[src/rtl/spi_pkg.sv]
// spi_pkg: shared state encoding and SPI mode constants for the SPI master
package spi_pkg;

    typedef enum logic [2:0] {
        IDLE,
        SETUP,
        SHIFT,
        HOLD,
        GAP
    } state_t;

    // Modes encoded as {cpol, cpha}
    localparam logic [1:0] SPI_MODE0 = 2'b00;
    localparam logic [1:0] SPI_MODE1 = 2'b01;
    localparam logic [1:0] SPI_MODE2 = 2'b10;
    localparam logic [1:0] SPI_MODE3 = 2'b11;

endpackage

[src/rtl/spi_clkgen.sv]
// spi_clkgen: half-period down-counter emitting a one-cycle tick every div clk cycles
module spi_clkgen #(
    parameter int DIV_W = 8
) (
    input  logic             clk,
    input  logic             rst,
    input  logic             load,
    input  logic [DIV_W-1:0] div,
    output logic             tick
);

    logic [DIV_W-1:0] cnt;
    logic [DIV_W-1:0] reload;

    assign reload = (div == '0) ? '0 : div - 1'b1;
    assign tick   = (cnt == '0);

    // Held at reload while load is high; restarts a full half-period after each tick
    always_ff @(posedge clk or negedge rst) begin
        if (!rst)
            cnt <= '0;
        else
            cnt <= (load || tick) ? reload : cnt - 1'b1;
    end

endmodule

[src/rtl/spi_master.sv]
// spi_master: full-duplex SPI master with configurable length, divider, mode, bit order and chip select
module spi_master
    import spi_pkg::*;
#(
    parameter int DATA_W = 16,
    parameter int NUM_CS = 1,
    parameter int DIV_W  = 8,
    parameter int CS_W   = (NUM_CS > 1) ? $clog2(NUM_CS) : 1
) (
    input  logic                        clk,
    input  logic                        rst,
    input  logic                        start_i,
    input  logic [DATA_W-1:0]           tx_data_i,
    input  logic [$clog2(DATA_W+1)-1:0] len_i,
    input  logic [DIV_W-1:0]            div_i,
    input  logic                        cpol_i,
    input  logic                        cpha_i,
    input  logic                        lsb_first_i,
    input  logic [CS_W-1:0]             cs_sel_i,
    output logic                        busy_o,
    output logic                        done_o,
    output logic [DATA_W-1:0]           rx_data_o,
    output logic                        sck_o,
    output logic [NUM_CS-1:0]           cs_o,
    output logic                        sdi_o,
    input  logic                        sdo_i
);

    localparam int LW = $clog2(DATA_W + 1);
    localparam logic [LW-1:0] DW = LW'(DATA_W);

    state_t            state;
    logic              tick, cpha, lsb, sample, drive, last;
    logic [LW-1:0]     n, n_eff;
    logic [LW:0]       half;
    logic [DIV_W-1:0]  div_q;
    logic [DATA_W-1:0] tx_sr, rx_sr, tx_al;
    logic [NUM_CS-1:0] cs_dec;

    function automatic logic out_bit(input logic l, input logic [DATA_W-1:0] v);
        return l ? v[0] : v[DATA_W-1];
    endfunction

    function automatic logic [DATA_W-1:0] shift_word(input logic l, input logic [DATA_W-1:0] v);
        return l ? v >> 1 : v << 1;
    endfunction

    // Out-of-range selects match no line, leaving every chip select high
    for (genvar i = 0; i < NUM_CS; i++) begin : g_cs
        assign cs_dec[i] = (cs_sel_i != CS_W'(i));
    end

    assign n_eff  = (len_i == '0 || len_i > DW) ? DW : len_i;
    // MSB-first words are pre-aligned so bit N-1 sits at the top of the shifter
    assign tx_al  = lsb_first_i ? tx_data_i : tx_data_i << (DW - n_eff);
    assign last   = (half == {n, 1'b0} - 1'b1);
    assign sample = cpha ? half[0] : ~half[0];
    assign drive  = cpha ? ~half[0] : (half[0] & ~last);

    spi_clkgen #(.DIV_W(DIV_W)) u_clkgen (
        .clk  (clk),
        .rst  (rst),
        .load (state == IDLE),
        .div  (state == IDLE ? div_i : div_q),
        .tick (tick)
    );

    // Transfer sequencer: latches config on start, walks SETUP/SHIFT/HOLD/GAP and drives all pins
    always_ff @(posedge clk or negedge rst) begin
        if (!rst) begin
            state     <= IDLE;
            busy_o    <= 1'b0;
            done_o    <= 1'b0;
            rx_data_o <= '0;
            sck_o     <= 1'b0;
            cs_o      <= '1;
            sdi_o     <= 1'b0;
            cpha      <= 1'b0;
            lsb       <= 1'b0;
            n         <= '0;
            div_q     <= '0;
            half      <= '0;
            tx_sr     <= '0;
            rx_sr     <= '0;
        end else begin
            done_o <= 1'b0;
            case (state)
                IDLE: if (start_i) begin
                    state  <= SETUP;
                    busy_o <= 1'b1;
                    cs_o   <= cs_dec;
                    sck_o  <= cpol_i;
                    cpha   <= cpha_i;
                    lsb    <= lsb_first_i;
                    n      <= n_eff;
                    div_q  <= div_i;
                    half   <= '0;
                    rx_sr  <= '0;
                    // CPHA=0 presents the first bit before any SCK edge
                    sdi_o  <= cpha_i ? 1'b0 : out_bit(lsb_first_i, tx_al);
                    tx_sr  <= cpha_i ? tx_al : shift_word(lsb_first_i, tx_al);
                end
                SETUP: if (tick) state <= SHIFT;
                SHIFT: if (tick) begin
                    sck_o <= ~sck_o;
                    half  <= half + 1'b1;
                    if (sample)
                        rx_sr <= lsb ? {sdo_i, rx_sr[DATA_W-1:1]} : {rx_sr[DATA_W-2:0], sdo_i};
                    if (drive) begin
                        sdi_o <= out_bit(lsb, tx_sr);
                        tx_sr <= shift_word(lsb, tx_sr);
                    end
                    if (last) begin
                        state <= HOLD;
                        sdi_o <= 1'b0;
                    end
                end
                HOLD: if (tick) begin
                    state <= GAP;
                    cs_o  <= '1;
                end
                GAP: if (tick) begin
                    state     <= IDLE;
                    busy_o    <= 1'b0;
                    done_o    <= 1'b1;
                    // LSB-first bits arrive at the top of the shifter and are brought down here
                    rx_data_o <= lsb ? rx_sr >> (DW - n) : rx_sr;
                end
                default: state <= IDLE;
            endcase
        end
    end

endmodule

[config.mk]
export PLATFORM = sky130hd
export DESIGN_NAME = spi_master
export DESIGN_NICKNAME = d
export VERILOG_FILES = /design/src/rtl/spi_pkg.sv /design/src/rtl/spi_clkgen.sv /design/src/rtl/spi_master.sv
export SDC_FILE = /design/constraint.sdc
export NUM_CORES = 1
export LEC_CHECK = 0
export CORE_MARGIN = 2
export CORE_UTILIZATION = 45
export DETAILED_ROUTE_END_ITERATION = 8
export HOLD_SLACK_MARGIN = 0.02
export PLACE_DENSITY = 0.75
export SLEW_MARGIN = 10
export SYNTH_ARGS = -nofsm -noshare
export SYNTH_HDL_FRONTEND = slang
export SYNTH_SLANG_ARGS = --single-unit
[constraint.sdc]
create_clock -name clk -period 3.2 [get_ports clk]
set_input_delay 0.8 -clock clk [delete_from_list [all_inputs] [get_ports clk]]
set_output_delay 0.8 -clock clk [all_outputs]
set_load 0.005 [all_outputs]
==> flow_metrics.tcl <==
set metrics [dict create \
    switching_share_pct 28.7 \
    diodes 0 \
    leakage_nw 3.17 \
    fin_ws_ns -0.149 \
    synth-simple-area-share_pct 15.6 \
    grtUsageTotal_pct 23.5 \
    chipWidth_um 121 \
    portBuffers 57 \
    ys_seq_elements 85 \
    combPwrFrac_pct 20.5 \
    async_flop_share_pct 100 \
    cp_max_fo 4 \
    syn_nets 723 \
    drc_errors 0 \
    slew_violations 0 \
    cp.arrival_ns 3.59 \
    fin_skew_ns 0.00779 \
    hpwl_um 12400 \
    core_um2 13300 \
    layoutNonFillerInstCount 952 \
    r2r-start "n[1]$_DFFE_PN0P_" \
    cts_tree "built" \
    clock.fmax_mhz 299 \
    pre_cts_slack_ns -0.917 \
    worst_pin_slew_ns 0.778 \
    critical_path_class "in -> reg" \
    layout-drive-gt1-share_pct 24.2 \
    num-nets-final 816 \
    area_delta_synth_final_pct 28.0 \
    violations "negative setup slack" \
    gr-usage-met2_pct 39.2 \
    path_clk_slew_ns 0.07 \
    hold-worst-slack_ns 0.414 \
    globalRouteOverflowTotal 0 \
    hp-class "in -> async" \
    synthDistinctLibCells 68 \
    hold_viol 0 \
    r2r-end "rx_data_o[0]$_DFFE_PN0P_" \
    synth_compound_area_share_pct 20.8 \
    die_h_um 121 \
    seqPwrFrac_pct 40.1 \
    grt_start_max_net_pins 48 \
    via_per_inst 6.01 \
    ys_warn_count 0 \
    initial_core_util_pct 46.3 \
    first_iter_violations 444 \
    placedCellCount 920 \
    status "complete, but fails checks" \
    gp_congestion 0.977 \
    syn_avg_cell_area_um2 9.08 \
    critPathRequiredTime_ns 3.44 \
    synth_top_family_by_area "compound AO/OA/AOI/OAI gates" \
    cts_root_buf "clkbuf_16" \
    grt_pass1_vias 5487 \
    syn_inst 678 \
    max_slew_margin_pct 48.1 \
    powerDensity_nw_per_um2 340 \
    htreeDepth 3 \
    syn_area_um2 6160 \
    antenna_found_initial 0 \
    peakVddDrop_uv 239 \
    busiest_layer "met2" \
    cp-start-kind "primary input" \
    ys.flop_type "dfrtp_1" \
    r2r_setup_slack_ns 0.57 \
    grt_use_met3_pct 3.43 \
    rsz0062_at_grt "true" \
    grt_pass1_wl_um 27500 \
    synthAdderAreaFrac_pct 1.63 \
    layout_min_cycle_time_ns 3.35 \
    cap_violations 0 \
    drt-total-wl_um 16900 \
    final.period_utilization_pct 105 \
    yosysSeqAreaShare_pct 34.6 \
    placed_cell_area_um2 7210 \
    setup_viol 9 \
    r2r_cells 7 \
    p_int_mw 1.91 \
    cts.sinks 85 \
    synth_edf_count 0 \
    cts_buffer_depth 2 \
    rows 42 \
    firstDrtPassIters 8 \
    pin_count 58 \
    vias 5719 \
    clkPwrFrac_pct 39.3 \
    synthMuxAreaShare_pct 19.0 \
    use_met1_pct 30.9 \
    dieArea_um2 14600 \
    ant_nets 0 \
    synth_xor_area_share_pct 3.92 \
    wl_per_cell_um 17.8 \
    insertion_delay_ns 0.36 \
    finalInstanceArea_um2 7880 \
    switching_power_uw 768 \
    cts_buffers 9 \
    cp-end-kind "flop" \
]
[state kept, by name, summed over array words and instances, names as in the netlist, 3 cells and up]
| name | flops |
|---|---|
| n | 5 |
| state | 3 |
| rx_sr | 16 |
| div_q | 8 |
| half | 6 |
| u_clkgen.cnt | 8 |
| rx_data_o | 16 |
| tx_sr | 16 |
[repair_timing]
item,4_1_cts,5_1_grt
gates resized for setup,32,40
endpoints found under the hold margin,0,0
pin swaps,15,21
hold buffers,0,0
cloned,1,0
endpoints found under the setup margin,17,17
setup buffers,8,7
[power by group through the flow]
stage | sequential [mW] | combinational [mW] | clock [mW]
after global placement | 1.10 | 0.417 | 0
final | 1.08 | 0.550 | 1.05
after floorplan | 1.10 | 0.243 | 0
after global routing | 1.07 | 0.582 | 1.13
after CTS | 1.07 | 0.477 | 1.08
after detailed placement | 1.10 | 0.423 | 0
[how the worst max path moves through the flow]
| stage | slack (ns) | startpoint | to |
|---|---|---|---|
| after floorplan | -0.44 | len_i[3] | tx_sr[10]$_DFFE_PN0P_ |
| after global placement | -0.88 | len_i[3] | sdi_o$_DFFE_PN0P_ |
| after detailed placement | -0.92 | len_i[3] | tx_sr[10]$_DFFE_PN0P_ |
| after CTS | -0.12 | len_i[0] | tx_sr[10]$_DFFE_PN0P_ |
| after global routing | -0.22 | len_i[0] | tx_sr[15]$_DFFE_PN0P_ |
| final | -0.15 | len_i[0] | tx_sr[15]$_DFFE_PN0P_ |
[synthesized netlist by cell type, drive strengths merged (3+ instances only)]
cell type  number  area, um2
a221oi          3       26.3
mux4           12        270
xnor2          13        129
buf            24        139
o221ai          6       52.6
a211oi          3       22.5
a31oi          11       68.8
a222oi          3       30.0
o221a           3       33.8
nand2          85        319
mux2           25        282
nand4           5       31.3
a22oi           3       22.5
o22ai          13       81.3
o21a            5       37.5
o31ai          17        128
or2             3       18.8
and3            4       25.0
nor3            8       55.1
dfrtp          84       2100
inv            15       56.3
xor2           12        113
ha              8        100
nor2           51        191
o21ai          42        210
nand2b          8       52.6
a21boi          6       45.0
nor2b          12       77.6
o32a            3       30.0
o211ai          8       65.1
mux2i          62        621
o22a            6       52.6
clkbuf         19       71.3
nand3          13       65.1
a21oi          52        260
[through the flow]
| stage | TNS (ns) | total power, mW | utilization (%) |
|---|---|---|---|
| finish | -0.615 | 2.68 | 59.3 |
| global route | -1.68 | 2.78 | 59.3 |
| CTS | -0.341 | 2.63 | 57.8 |
| detailed placement | -13.59 | 1.52 | 54.3 |
| global placement | -12.58 | 1.51 | 54.3 |
| floorplan | -4.48 | 1.34 | - |
[metal layers]
metal,vias to the layer above,share of wire [%]
li1,2695,-
met1,2787,43
met2,206,49
met3,31,5.5
met4,0,2.2
met5,-,0
[worst max-delay path: stages]
cell,delay [ns]
buf_6,0.09
or4_4,0.54
ha_4,0.24
nor2b_4,0.14
clkinv_4,0.07
ha_4,0.25
buf_12,0.13
buf_12,0.12
mux4_2,0.29
mux2i_2,0.23
mux2i_2,0.13
a21oi_1,0.22
nor3_2,0.05
o32a_1,0.28
[area by class of cell]
cell class / count / area [um2]
multi-input combinational: 533 / 3990
fill: 1154 / 5420
inverter: 17 / 68.8
sequential: 85 / 2130
tap: 176 / 220
timing repair buffer: 125 / 1170
clock inverter: 7 / 71.3
clock buffer: 9 / 225
[cells in the final DEF (no fill, tap or decap), types with 7 or more instances in the layout]
cell type and count:
nand2_1 81, o211ai_1 7, buf_4 57, mux2i_2 8, nor2_1 44, a31oi_1 8, o31ai_1 17, clkbuf_16 9
mux4_2 12, nand2b_1 7, nand3_1 13, buf_6 9, o21ai_0 32, mux2i_1 53, o22ai_1 13, clkdlybuf4s50_1 52
a21oi_1 46, nor2b_1 11, xnor2_1 10, inv_1 15, o21ai_1 7, dfrtp_1 84, mux2_2 24, xor2_1 11
[cell families after synthesis]
family,after synthesis
muxes,99
adders and majority gates,8
buffers and inverters,60
DFF,85
AOI/OAI and AO/OA,196
and+or+nand+nor,205
xor gates and xnor gates,25
Note: power is estimated with default switching activity, not from simulation.
